File: config.mk
export PLATFORM = sky130hd
export DESIGN_NAME = seq_1010_gen_flat
export DESIGN_NICKNAME = d
export VERILOG_FILES = /design/src/rtl/seq_1010_gen_if.sv /design/src/rtl/seq_1010_gen.sv /design/src/flat_wrapper.sv
export SDC_FILE = /design/constraint.sdc
export NUM_CORES = 1
export LEC_CHECK = 0
export ABC_AREA = 1
export CAP_MARGIN = 20
export CORE_ASPECT_RATIO = 1.5
export CORE_MARGIN = 1.5
export CORE_UTILIZATION = 61
export DETAILED_ROUTE_END_ITERATION = 10
export DONT_BUFFER_PORTS = 1
export HOLD_SLACK_MARGIN = 0.03
export PLACE_DENSITY = 0.88
export SLEW_MARGIN = 25
export SYNTH_ARGS = -nofsm -noshare
export SYNTH_HDL_FRONTEND = slang
export SYNTH_SLANG_ARGS = --single-unit
File: constraint.sdc
create_clock -name clk -period 2.1 [get_ports clk]
set_input_delay 0.21 -clock clk [delete_from_list [all_inputs] [get_ports clk]]
set_output_delay 0.21 -clock clk [all_outputs]
set_load 0.02 [all_outputs]
File: src/rtl/seq_1010_gen_if.sv
// Control and serial-output bundle between a burst requester and the 1010 frame generator.
interface seq_1010_gen_if #(
  parameter int unsigned CNT_W = 4
);
  logic             start;
  logic [CNT_W-1:0] count;
  logic [2:0]       gap;
  logic             abort;
  logic             x;
  logic             valid;
  logic             busy;
  logic             done;
  logic [CNT_W-1:0] frames_sent;

  modport master (
    output start, count, gap, abort,
    input  x, valid, busy, done, frames_sent
  );

  modport slave (
    input  start, count, gap, abort,
    output x, valid, busy, done, frames_sent
  );
endinterface

File: src/rtl/seq_1010_gen.sv
// Burst generator: sends `count` copies of a 4-bit PATTERN MSB first,
// separated by `gap` idle cycles, with a one-cycle done pulse at the end.
module seq_1010_gen #(
  parameter logic [3:0]  PATTERN = 4'b1010,
  parameter int unsigned CNT_W   = 4
) (
  input  logic           clk,
  input  logic           reset,
  seq_1010_gen_if.slave  bus
);

  localparam int unsigned BIT_W = 2;
  localparam int unsigned GAP_W = 3;

  typedef enum logic [1:0] {IDLE, SEND, GAP, FIN} state_t;

  state_t             state_q, state_d;
  logic [BIT_W-1:0]   bit_q, bit_d;
  logic [GAP_W-1:0]   gap_cnt_q, gap_cnt_d;
  logic [CNT_W-1:0]   count_q, count_d;
  logic [GAP_W-1:0]   gap_q, gap_d;
  logic [CNT_W-1:0]   fs_q, fs_d;
  logic               x_q, x_d;
  logic               valid_q, valid_d;
  logic               busy_q, busy_d;
  logic               done_q, done_d;
  logic [CNT_W-1:0]   fs_inc_c;

  assign fs_inc_c = fs_q + CNT_W'(1);

  // Next state and next registered outputs; each state's outputs describe the cycle it is entered for.
  always_comb begin
    state_d   = state_q;
    bit_d     = bit_q;
    gap_cnt_d = gap_cnt_q;
    count_d   = count_q;
    gap_d     = gap_q;
    fs_d      = fs_q;
    x_d       = 1'b0;
    valid_d   = 1'b0;
    busy_d    = 1'b0;
    done_d    = 1'b0;

    case (state_q)
      IDLE: begin
        if (bus.start && (bus.count != '0)) begin
          count_d = bus.count;
          gap_d   = bus.gap;
          fs_d    = '0;
          bit_d   = BIT_W'(3);
          state_d = SEND;
          x_d     = PATTERN[3];
          valid_d = 1'b1;
          busy_d  = 1'b1;
        end
      end
      SEND: begin
        if (bit_q != '0) begin
          bit_d   = bit_q - BIT_W'(1);
          x_d     = PATTERN[bit_q - BIT_W'(1)];
          valid_d = 1'b1;
          busy_d  = 1'b1;
        end else begin
          fs_d = fs_inc_c;
          if (fs_inc_c == count_q) begin
            state_d = FIN;
            done_d  = 1'b1;
          end else if (gap_q != '0) begin
            state_d   = GAP;
            gap_cnt_d = gap_q;
            busy_d    = 1'b1;
          end else begin
            bit_d   = BIT_W'(3);
            x_d     = PATTERN[3];
            valid_d = 1'b1;
            busy_d  = 1'b1;
          end
        end
      end
      GAP: begin
        busy_d = 1'b1;
        if (gap_cnt_q == GAP_W'(1)) begin
          state_d = SEND;
          bit_d   = BIT_W'(3);
          x_d     = PATTERN[3];
          valid_d = 1'b1;
        end else begin
          gap_cnt_d = gap_cnt_q - GAP_W'(1);
        end
      end
      FIN: begin
        state_d = IDLE;
      end
      default: begin
        state_d = IDLE;
      end
    endcase

    // Abort cancels an active burst silently, keeping the frame tally.
    if (bus.abort && ((state_q == SEND) || (state_q == GAP))) begin
      state_d = IDLE;
      fs_d    = fs_q;
      x_d     = 1'b0;
      valid_d = 1'b0;
      busy_d  = 1'b0;
      done_d  = 1'b0;
    end
  end

  always_ff @(posedge clk or negedge reset) begin
    if (!reset) begin
      state_q   <= IDLE;
      bit_q     <= '0;
      gap_cnt_q <= '0;
      count_q   <= '0;
      gap_q     <= '0;
      fs_q      <= '0;
      x_q       <= 1'b0;
      valid_q   <= 1'b0;
      busy_q    <= 1'b0;
      done_q    <= 1'b0;
    end else begin
      state_q   <= state_d;
      bit_q     <= bit_d;
      gap_cnt_q <= gap_cnt_d;
      count_q   <= count_d;
      gap_q     <= gap_d;
      fs_q      <= fs_d;
      x_q       <= x_d;
      valid_q   <= valid_d;
      busy_q    <= busy_d;
      done_q    <= done_d;
    end
  end

  assign bus.x           = x_q;
  assign bus.valid       = valid_q;
  assign bus.busy        = busy_q;
  assign bus.done        = done_q;
  assign bus.frames_sent = fs_q;

endmodule
File: src/flat_wrapper.sv
// flat-port wrapper written by rule: the top's interface ports become plain ports
module seq_1010_gen_flat 
#(
  parameter logic [3:0]  PATTERN = 4'b1010,
  parameter int unsigned CNT_W   = 4
)
  (clk, reset, bus_start, bus_count, bus_gap, bus_abort, bus_x, bus_valid, bus_busy, bus_done, bus_frames_sent);
  seq_1010_gen_if #(.CNT_W(CNT_W)) bus_i ();
  input  logic clk;
  input  logic reset;
  input wire logic [$bits(bus_i.start)-1:0] bus_start;
  input wire logic [$bits(bus_i.count)-1:0] bus_count;
  input wire logic [$bits(bus_i.gap)-1:0] bus_gap;
  input wire logic [$bits(bus_i.abort)-1:0] bus_abort;
  output wire logic [$bits(bus_i.x)-1:0] bus_x;
  output wire logic [$bits(bus_i.valid)-1:0] bus_valid;
  output wire logic [$bits(bus_i.busy)-1:0] bus_busy;
  output wire logic [$bits(bus_i.done)-1:0] bus_done;
  output wire logic [$bits(bus_i.frames_sent)-1:0] bus_frames_sent;
  assign bus_i.start = bus_start;
  assign bus_i.count = bus_count;
  assign bus_i.gap = bus_gap;
  assign bus_i.abort = bus_abort;
  assign bus_x = bus_i.x;
  assign bus_valid = bus_i.valid;
  assign bus_busy = bus_i.busy;
  assign bus_done = bus_i.done;
  assign bus_frames_sent = bus_i.frames_sent;
  seq_1010_gen #(.PATTERN(PATTERN), .CNT_W(CNT_W)) u_core (.clk(clk), .reset(reset), .bus(bus_i));
endmodule
## Word-level counts from Yosys, hierarchy flattened

Cells that the tools add are included.
W data, S select, Z words.

- Register bits: 22
- Input port bits: 11
- Output and inout port bits: 8
- Word-level logic and storage cells: 88

- Add/sub/neg operators: 3
- $lt $le $gt $ge: 1
- Eq/ne operators: 17
- Multiplexer cells: 41
- Bitwise operators: 1
- Reductions and logical operators: 15

Operators by type and width:

| cell | count |
|---|---|
| $mux W2 | 11 |
| $mux W1 | 16 |
| $mux W3 | 4 |
| $reduce_and A5 Y1 | 2 |
| $ne A3 B2 Y1 const B | 3 |
| $pmux W1 S3 | 3 |
| $mux W4 | 2 |
| $pmux W2 S4 | 1 |
| $pmux W4 S2 | 1 |
| $reduce_and A4 Y1 | 2 |
| $ne A2 B1 Y1 const B | 3 |
| $ne A2 B2 Y1 const B | 3 |
| $pmux W2 S3 | 1 |
| $pmux W3 S2 | 1 |
| $reduce_bool A2 Y1 | 3 |
| $reduce_bool A3 Y1 | 2 |
| $add A4 B1 Y4 const B | 1 |
| $eq A2 B2 Y1 const B | 2 |
| $eq A4 B4 Y1 | 1 |
| $ne A4 B2 Y1 const B | 1 |
| $reduce_bool A4 Y1 | 1 |
| $eq A3 B1 Y1 const B | 1 |
| $lt A2 B3 Y1 const B | 1 |
| $ne A3 B1 Y1 const B | 1 |
| other kinds (10) | 11 |

## Depth between registers and ports, before layout

- Depth after elaboration: 6
- Gate-level depth with buffers: 13
- Mapped depth without buffers: 13

## Least setup slack after synthesis

OpenSTA, ideal clock, no wires.

- Path kind: reg-to-reg
- From: reg u_core.fs_q[0], in the netlist u_core.bus.frames_sent[0]
- To: reg u_core.state_q[0]
- Library setup time: 117 ps
- Arrival time: 1584 ps
- Data required time: 1983 ps
- Path slack: 399 ps
- Stages on the path, launching flop included: 12
- Path buffers: 0
- Clock period less this slack: 1701 ps
- Cell sequence: dfrtp_1 -> ha_1 -> nor2_1 -> o21ai_2 -> nor2_2 -> nand2_2 -> nand2_2 -> nand2_2 -> nand2_1 -> nand2_1 -> nand2_1 -> nand2_1

- Cells in the longest elaborated chain, start to end: 6
- Elaborated cells between the ends (all ways): 8
- Those cells by class: add/sub (1); eq/ne (2); mux (4); reduce/logical (1)

Ends and longest elaborated chain:

| what | RTL line | RTL |
|---|---|---|
| from (decl) | seq_1010_gen.sv:22 | `logic [CNT_W-1:0] fs_q, fs_d;` |
| from (signal assigned) | seq_1010_gen.sv:128 | `fs_q <= fs_d;` |
| $add A4 B1 Y4 (*) | seq_1010_gen.sv:29 | `assign fs_inc_c = fs_q + CNT_W'(1);` |
| $eq A4 B4 Y1 (*) | seq_1010_gen.sv:65 | `if (fs_inc_c == count_q) begin` |
| $mux W2 | seq_1010_gen.sv:65 |  |
| $mux W2 | seq_1010_gen.sv:58 | `if (bit_q != '0) begin` |
| $pmux W2 S4 | seq_1010_gen.sv:44 | `case (state_q)` |
| $mux W2 | seq_1010_gen.sv:100 | `if (bus.abort && ((state_q == SEND) \|\| (state_q == GAP))) begin` |
| to (signal assigned) | seq_1010_gen.sv:123 | `state_q <= state_d;` |
| to (decl) | seq_1010_gen.sv:17 | `state_t state_q, state_d;` |

Mark *: on every way between the ends. The rest lies on a longest branch, timed or not. The select of a mux whose other input is x is not followed.
A chain may end at the register's enable or synchronous reset.

## Final worst setup path

Ends and elaborated chain as after synthesis.

==> flow_summary.ini <==
[status]
status = finished clean

[floorplanning]
start_util = 0.642
ios = 19
fp.dieW_um = 40.7
dieArea_um2 = 2420
core_area_um2 = 2030
die_h_um = 59.6
rows = 20

[timing]
rsz0062_at_grt = false
fin_skew_ps = 2.81
fin_ws_ps = 328
relSlewSlack = 0.688
drv_slew = 0
finalSetupViolations = 0
fin_tns_setup_ps = 0
hold_viol_final = 0
worst_slew_pin_slew_ps = 468
period_share = 0.844
fin_crit_ps = 1770
clock.fmax_mhz = 564

[global_routing]
grtUsageMet3 = 0.0564
met1_usage = 0.278
antenna_found_initial = 0
grt-ovfl-total = 0
grt_use_total = 0.274
busiest_layer = met2
grt_pass1_wl_um = 4500
grt_start_max_net_pins = 23
use_met2 = 0.465
first_global_vias = 1122

[layout]
nNetsFinal = 206
fin_util = 0.717
antenna_cells = 0
fin_area_um2 = 1450
layoutNonFillerInstCount = 207
syn2layout_area_growth_pct = 11.7
layout-drive-gt1-share = 0.0973

[clock_network]
root_buffer = clkbuf_4
clkLatencyLatePin_ps = 310
clk_pin_slew_ps = 110
cts_tree = done
cts_num_sinks = 22
cts.htree.levels = 1
cts_buffer_depth = 2
cts_resized = 0
numCtsBuffers = 3

[drt]
vias = 1193
drtAntennaViolNets = 0
wl_per_cell_um = 13.2
first_iter_violations = 44
drc_errors = 0
wirelength_um = 2730
viasPerCell = 5.76
dr.pass1.iters = 4

[critical_path]
crit_chain = ha_1 > nor2_1 > o21ai_2 > nor2_2 > nand2_2 > nand2_2 > nand2_2 > nand2_1 > nand2_1 > nand2_1 > nand2_1
crit_top_cell = nand2_1
crit_slowest_cell = dfrtp_1
cp.arrival_ps = 1990
crit_path_max_incr_delay_ps = 420
worstPathRequired_ps = 2320
critPathMaxFanout = 3
critPathLaunchType = flip-flop
critPathKind = reg2reg
crit_path_end_kind = flip-flop

[logic_synthesis]
yosysTopAreaCellShare = 0.423
synth_fp_nets = 192
yosys_warnings = 0
syn_inst = 172
syn_area_per_cell_um2 = 7.57
ys_seq_elements = 22
synth.largest_area_cell = dfrtp_1
netlist_top_cells_area = dfrtp_1 42%, nand2_1 15%, ha_1 8.7%, inv_1 6.9%, o21ai_0 5.4%
seq_area_frac_synth = 0.423
netlist_area_um2 = 1300
synth.distinct_cells = 24

[power]
p_leak_nw = 0.766
powerDensity_nw_per_um2 = 1530
ir_drop_mv = 0.767

[placement]
place_ws_ps = 359
placed_area_um2 = 1330
port_buffers = 0
dp_hpwl_um = 2030
placed_cells = 194
gp_routability_congestion = 0.918

[min_path]
min_path_type = in2reg

[job]
cap_violations = 0
per-stage QoR:
stage / total power, mW / hold WS, ps
after floorplan: 1.69 / -85.6
after global placement: 1.89 / -85.1
after detailed placement: 1.94 / -85.0
after CTS: 2.20 / 91.4
after global routing: 2.45 / 119
final: 2.22 / 91.7
timing repair:
action,in CTS,in global routing
buffers inserted,0,0
hold buffers,8,1
endpoints found under the hold margin,29,22
setup endpoints to repair,0,0
layout make-up:
cell class | instances | area [um^2]
sequential | 22 | 551
fill | 150 | 573
timing repair buffer | 11 | 100
multi-input combinational | 122 | 639
clock buffer | 4 | 36.3
tap | 22 | 27.5
inverter | 26 | 100
registers in the layout, indices dropped and copies added, names as in the netlist:
signal,count
u_core.bit_q,2
u_core.bus.busy,1
u_core.bus.done,1
u_core.bus.frames_sent,4
u_core.bus.valid,1
u_core.bus.x,1
u_core.count_q,4
u_core.gap_cnt_q,3
u_core.gap_q,3
u_core.state_q,2
routing by layer:
layer / share of wire / vias to the layer above
met3: 0.038 / 11
met2: 0.55 / 39
met5: 0 / -
met4: 0.040 / 0
li1: - / 581
met1: 0.37 / 562
report_power, final:
group,total (mW),switching [mW],internal [mW]
clock network,0.234,0.128,0.106
registers,0.755,0.148,0.607
logic,1.23,0.792,0.437
logic make-up after synthesis:
family | after synthesis | share of synthesized area
DFF | 22 | 0.423
and+or+nand+nor | 89 | 0.299
buffers and inverters | 28 | 0.0856
adders and majority gates | 9 | 0.0865
AOI/OAI and AO/OA | 24 | 0.106
critical path, delay by kind of cell, from the launching register on:
family / cells / cell delay (ps)
flip-flops: 1 / 420
adder cells (fa/ha/maj): 1 / 350
AND/OR/NAND/NOR: 9 / 830
AO/OA/AOI/OAI: 1 / 80
path summary, 6_finish.rpt:
path                                                 from             endpoint  slack [ps]  cells past startpoint
worst max register to register  u_core.bus.frames_sent[0]    u_core.state_q[0]         330                     11
max in group asynchronous                           reset  u_core.gap_cnt_q[2]        1410                      2
min in group asynchronous                           reset    u_core.count_q[2]         370                      2
worst min register to register            u_core.bit_q[1]      u_core.bit_q[1]         490                      2
worst max-delay path            u_core.bus.frames_sent[0]    u_core.state_q[0]         330                     11
worst min-delay path                            bus_abort    u_core.state_q[1]          90                      3
cell usage in the layout (no fill, tap or decap):
cell type,n
a41oi_1,1
o21ai_2,2
nor2_1,9
clkbuf_4,3
dlygate4sd3_1,8
o21ai_1,1
o21ai_0,14
buf_2,1
a22oi_1,1
nand3_1,13
inv_4,1
nor3_1,4
nand4_1,3
ha_1,9
nand3b_1,1
nor2_2,2
nor3b_1,1
dfrtp_1,22
and2_2,1
nand2_1,51
inv_1,24
a21oi_1,4
inv_2,1
nand2_2,4
buf_4,2
a22o_1,1
clkbuf_8,1
Yosys cell counts:
master / instances
nand4_1: 3
nor3b_1: 1
dfrtp_1: 22
clkbuf_1: 1
o21ai_0: 14
nor2_1: 9
nand3b_1: 1
ha_1: 9
inv_2: 1
nand2_1: 51
nor3_1: 4
o21ai_2: 2
and2_2: 1
inv_4: 1
inv_1: 24
nand2_2: 4
a41oi_1: 1
a22o_1: 1
o21ai_1: 1
nor2_2: 2
a21oi_1: 4
a22oi_1: 1
nand3_1: 13
buf_4: 1
Power figures use the tool's default switching activity.
